===== src/rtl/imem_fetch_ctrl.sv =====
// Instruction memory sequencer: owns the imem write port during LOAD and the PC during RUN.
// Optional load checksum register is built when IMEM_LOAD_CHECKSUM_EN is defined.
module imem_fetch_ctrl #(
   parameter int          DEPTH    = 256,
   parameter logic [31:0] RESET_PC = 32'h0000_0000
) (
   input  logic        clk,
   input  logic        rst_n,
   input  logic        load_start,
   input  logic        run_start,
   input  logic        halt_req,
   input  logic        load_valid,
   input  logic [31:0] load_data,
   input  logic        load_last,
   output logic        load_ready,
   output logic        imem_we,
   output logic [7:0]  imem_waddr,
   output logic [31:0] imem_wdata,
   output logic [31:0] pc,
   output logic        fetch_valid,
   input  logic        branch_taken,
   input  logic [31:0] branch_target,
   input  logic        stall,
   output logic [1:0]  state,
   output logic [8:0]  load_count,
   output logic        load_err,
   output logic [31:0] load_csum
);

   typedef enum logic [1:0] {
      S_IDLE = 2'd0,
      S_LOAD = 2'd1,
      S_RUN  = 2'd2,
      S_HALT = 2'd3
   } state_t;

   localparam logic [8:0] FULL_CNT = 9'(DEPTH);

   state_t      state_q, state_d;
   logic [31:0] pc_q, pc_d;
   logic [8:0]  cnt_q, cnt_d;
   logic        err_q, err_d;
   logic        enter_load;
   logic        xfer;

   assign load_ready  = (state_q == S_LOAD);
   assign xfer        = load_valid & load_ready;
   assign imem_we     = xfer;
   assign imem_waddr  = load_ready ? cnt_q[7:0] : 8'd0;
   assign imem_wdata  = load_ready ? load_data : 32'd0;
   assign fetch_valid = (state_q == S_RUN);
   assign state       = state_q;
   assign pc          = pc_q;
   assign load_count  = cnt_q;
   assign load_err    = err_q;

   // NOTE: every output of this block gets a hold default first, so no path can infer a latch.
   always_comb begin
      state_d    = state_q;
      pc_d       = pc_q;
      cnt_d      = cnt_q;
      err_d      = err_q;
      enter_load = 1'b0;
      case (state_q)
         S_IDLE: begin
            if (load_start)     enter_load = 1'b1;
            else if (run_start) state_d    = S_RUN;
         end
         S_LOAD: begin
            if (xfer) begin
               cnt_d = cnt_q + 9'd1;
               if (load_last) begin
                  state_d = S_RUN;
               end else if (cnt_q + 9'd1 == FULL_CNT) begin
                  // Full memory without a last word: abort rather than wrap to address 0.
                  err_d   = 1'b1;
                  state_d = S_IDLE;
               end
            end
         end
         S_RUN: begin
            if (load_start)        enter_load = 1'b1;
            else if (halt_req)     state_d    = S_HALT;
            else if (stall)        pc_d       = pc_q;
            else if (branch_taken) pc_d       = branch_target & 32'hFFFF_FFFC;
            else                   pc_d       = pc_q + 32'd4;
         end
         S_HALT: begin
            if (load_start)     enter_load = 1'b1;
            else if (run_start) state_d    = S_RUN;
         end
         default: state_d = S_IDLE;
      endcase
      if (enter_load) begin
         state_d = S_LOAD;
         pc_d    = RESET_PC;
         cnt_d   = 9'd0;
         err_d   = 1'b0;
      end
   end

   // NOTE: sequential state uses non-blocking assignments so all registers update together.
   always_ff @(posedge clk or negedge rst_n) begin
      if (!rst_n) begin
         state_q <= S_IDLE;
         pc_q    <= RESET_PC;
         cnt_q   <= 9'd0;
         err_q   <= 1'b0;
      end else begin
         state_q <= state_d;
         pc_q    <= pc_d;
         cnt_q   <= cnt_d;
         err_q   <= err_d;
      end
   end

`ifdef IMEM_LOAD_CHECKSUM_EN
   logic [31:0] csum_q;

   always_ff @(posedge clk or negedge rst_n) begin
      if (!rst_n)          csum_q <= 32'd0;
      else if (enter_load) csum_q <= 32'd0;
      else if (xfer)       csum_q <= csum_q ^ load_data;
   end

   assign load_csum = csum_q;
`else
   assign load_csum = 32'd0;
`endif

endmodule


===== config.mk =====
export PLATFORM = sky130hd
export DESIGN_NAME = imem_fetch_ctrl
export DESIGN_NICKNAME = d
export VERILOG_FILES = /design/src/rtl/imem_fetch_ctrl.sv
export SDC_FILE = /design/constraint.sdc
export NUM_CORES = 1
export LEC_CHECK = 0
export CELL_PAD_IN_SITES_DETAIL_PLACEMENT = 0
export CELL_PAD_IN_SITES_GLOBAL_PLACEMENT = 1
export CORE_MARGIN = 2
export CORE_UTILIZATION = 27
export CTS_CLUSTER_SIZE = 30
export DETAILED_ROUTE_END_ITERATION = 8
export GPL_TIMING_DRIVEN = 0
export PLACE_DENSITY_LB_ADDON = 0.1
export SLEW_MARGIN = 10
export SYNTH_ARGS = -nofsm -noshare
export SYNTH_HDL_FRONTEND = slang
export SYNTH_SLANG_ARGS = --single-unit

===== constraint.sdc =====
create_clock -name clk -period 2.5 [get_ports clk]
set_clock_uncertainty 0.15 [all_clocks]
set_input_delay 0.75 -clock clk [delete_from_list [all_inputs] [get_ports clk]]
set_output_delay 0.75 -clock clk [all_outputs]
set_load 0.1 [all_outputs]

==> flow_summary.yaml <==
outcome:
  status: "finished clean"
setup_path:
  startpoint_type: "flop"
  worst_r2r_endpoint: "pc[16]"
  cp.arrival_ps: 1590
  r2r-start: "state[0]"
  worst-path-max-fanout: 5
  cp.required_ps: 1600
  reg2reg_setup_slack_ps: 240
  r2r_cells: 9
  critPathCaptureType: "output pin"
  path_class: "reg -> out"
synth:
  yosys.area.top_type: "dfrtp_1"
  yosys_register_bits: 42
  synth_area_per_cell_um2: 7.97
  synth_area_um2: 3320
  yosysWarnings: 0
  async_reset_ff_frac: 1.00
  synth_area_leaders: "dfrtp_1 32%, and2_1 7.7%, buf_4 7.7%"
  synth-edff-count: 0
  synth.distinct_cells: 57
  ys_seq_area_frac: 0.317
  synth_cells: 416
  synth_top_flop_cell: "dfrtp_1"
  synth_top_area_frac: 0.317
clocking:
  holdBufCountCts: 0
  clock-sinks: 42
  htreeDepth: 2
  cts.clk_slew.worst_paths_ps: 60
  numCtsBuffers: 5
  cts_tree: "built"
  clock_latency_ps: 290
  clockBufferDepth: 2
  root_buffer: "clkbuf_16"
die:
  initial_core_util: 0.276
  dieWidth_um: 115
  ios: 192
  core_area_um2: 12000
  die_y_um: 115
  dieArea_um2: 13200
  rows: 40
place:
  post-dp-hpwl_mm: 9.14
  dp_slack_ps: -1170
  place.gp.congestion: 0.847
  io_buffer_count: 154
  placedCellCount: 751
  place_area_um2: 5400
routing:
  drt_wl_total_mm: 12.6
  vias_per_cell: 4.82
  wl_per_cell_um: 16.2
  vias: 3753
  drt-initial-drc-count: 129
  dr.pass1.iters: 4
  drc_errors: 0
  ant_nets: 0
grt:
  track_usage: 0.184
  grt_pass1_vias: 3575
  grt_overflow: 0
  antenna_found_initial: 1
  grt_pass1_wl_mm: 19.2
  grt_max_degree: 23
sta:
  rsz0062_at_grt: "yes"
  min_period_ps: 2490
  drv_slew: 0
  relSlewSlack: 0.340
  post-route-worst-setup-slack_ps: 5.96
  max_freq_mhz: 401
  period_share: 0.998
  finalSetupViolCount: 0
  holdWs_ps: 291
  hold_viol: 0
  worst_pin_slew_ps: 993
finish:
  antennaDiodeCount: 0
  final_cell_mix: "66 x clkdlybuf4s50_1, 50 x buf_4, 42 x buf_12"
  final_cells: 778
  area_growth_syn_to_layout_pct: 86.6
  seqCellArea_um2: 1080
  nFillCells: 1090
  multi_input_area_um2: 2170
  drive_above_1_share: 0.347
  layout_commonest_cell: "clkdlybuf4s50_1"
  final_area_um2: 6190
  nNetsFinal: 709
pwr:
  vdd_drop_max_mv: 0.432
  p_total_mw: 6.19
  power_per_cell_area_nw_per_um2: 1000
  leakagePower_nw: 2.73
flow_run:
  maxCapViolCount: 0
min_path:
  hp-class: "in -> async"
[report_power, final]
group / internal [mW] / switching (mW)
logic: 1.65 / 2.89
registers: 0.765 / 0.109
clock network: 0.500 / 0.277
[Yosys cell counts, types with 8 or more instances]
cell      number
dfrtp_1       42
clkbuf_1      18
nor3_1        12
nand3_1       20
a21oi_1       18
nand2_1       34
and3_1         8
buf_4         34
nor2_1        27
and2_1        41
o21ai_1       19
o21ai_0       37
[cell type report]
type	count	area share
flip-flops and latches	42	0.175
clock buffers	7	0.0230
clock inverters	1	0.00485
well taps	147	0.0297
inverters	7	0.00526
repair buffers	176	0.342
plain buffers	55	0.0702
multi-input cells	343	0.350
[worst max-delay path, cell delays in order, from the launching register on]
cell	delay, ps
dfrtp_4	490
inv_4	70
ha_4	150
buf_8	150
clkbuf_16	140
and2_4	150
buf_12	170
[per-stage QoR]
step	setup TNS [ps]	util
after floorplan	-8110	-
after CTS	-3690	0.517
after detailed placement	-53580	0.449
final	0	0.515
after global placement	-91180	0.448
after global routing	-668	0.515
[registers in the layout (all words and copies together), names as in the netlist]
name,count
pc,30
load_err,1
state,2
load_count,9
[worst max path at each step]
| stage | to | depth (start not counted) | startpoint | slack, ps |
|---|---|---|---|---|
| finish | imem_waddr[5] | 6 | state[1] | 6 |
| global route | imem_wdata[26] | 6 | state[1] | -40 |
| CTS | imem_we | 4 | load_valid | -250 |
| detailed placement | imem_we | 4 | load_valid | -1170 |
| global placement | imem_we | 4 | load_valid | -1160 |
| floorplan | imem_waddr[0] | 5 | state[1] | -180 |
[routing by layer]
layer / global-route usage / wire length, µm
met5: 0 / 19
met4: 0.0305 / 90
met3: 0.0348 / 678
met2: 0.340 / 6590
met1: 0.227 / 5240
[logic make-up after synthesis]
kind of cell,after synthesis,share of synthesized area
xor+xnor,9,0.0238
compound gates,110,0.198
simple gates,181,0.316
flops,42,0.317
mux,3,0.00905
fa+ha+maj,6,0.0226
other cells,1,0.00113
buf+inv,64,0.113
[what timing repair did]
action | CTS | global route
cloned | 6 | 0
setup endpoints to repair | 113 | 76
pin swaps | 34 | 4
gates resized for setup | 461 | 31
endpoints found under the hold margin | 0 | 0
buffers inserted | 11 | 5
Note: power is estimated with default switching activity, not from simulation.
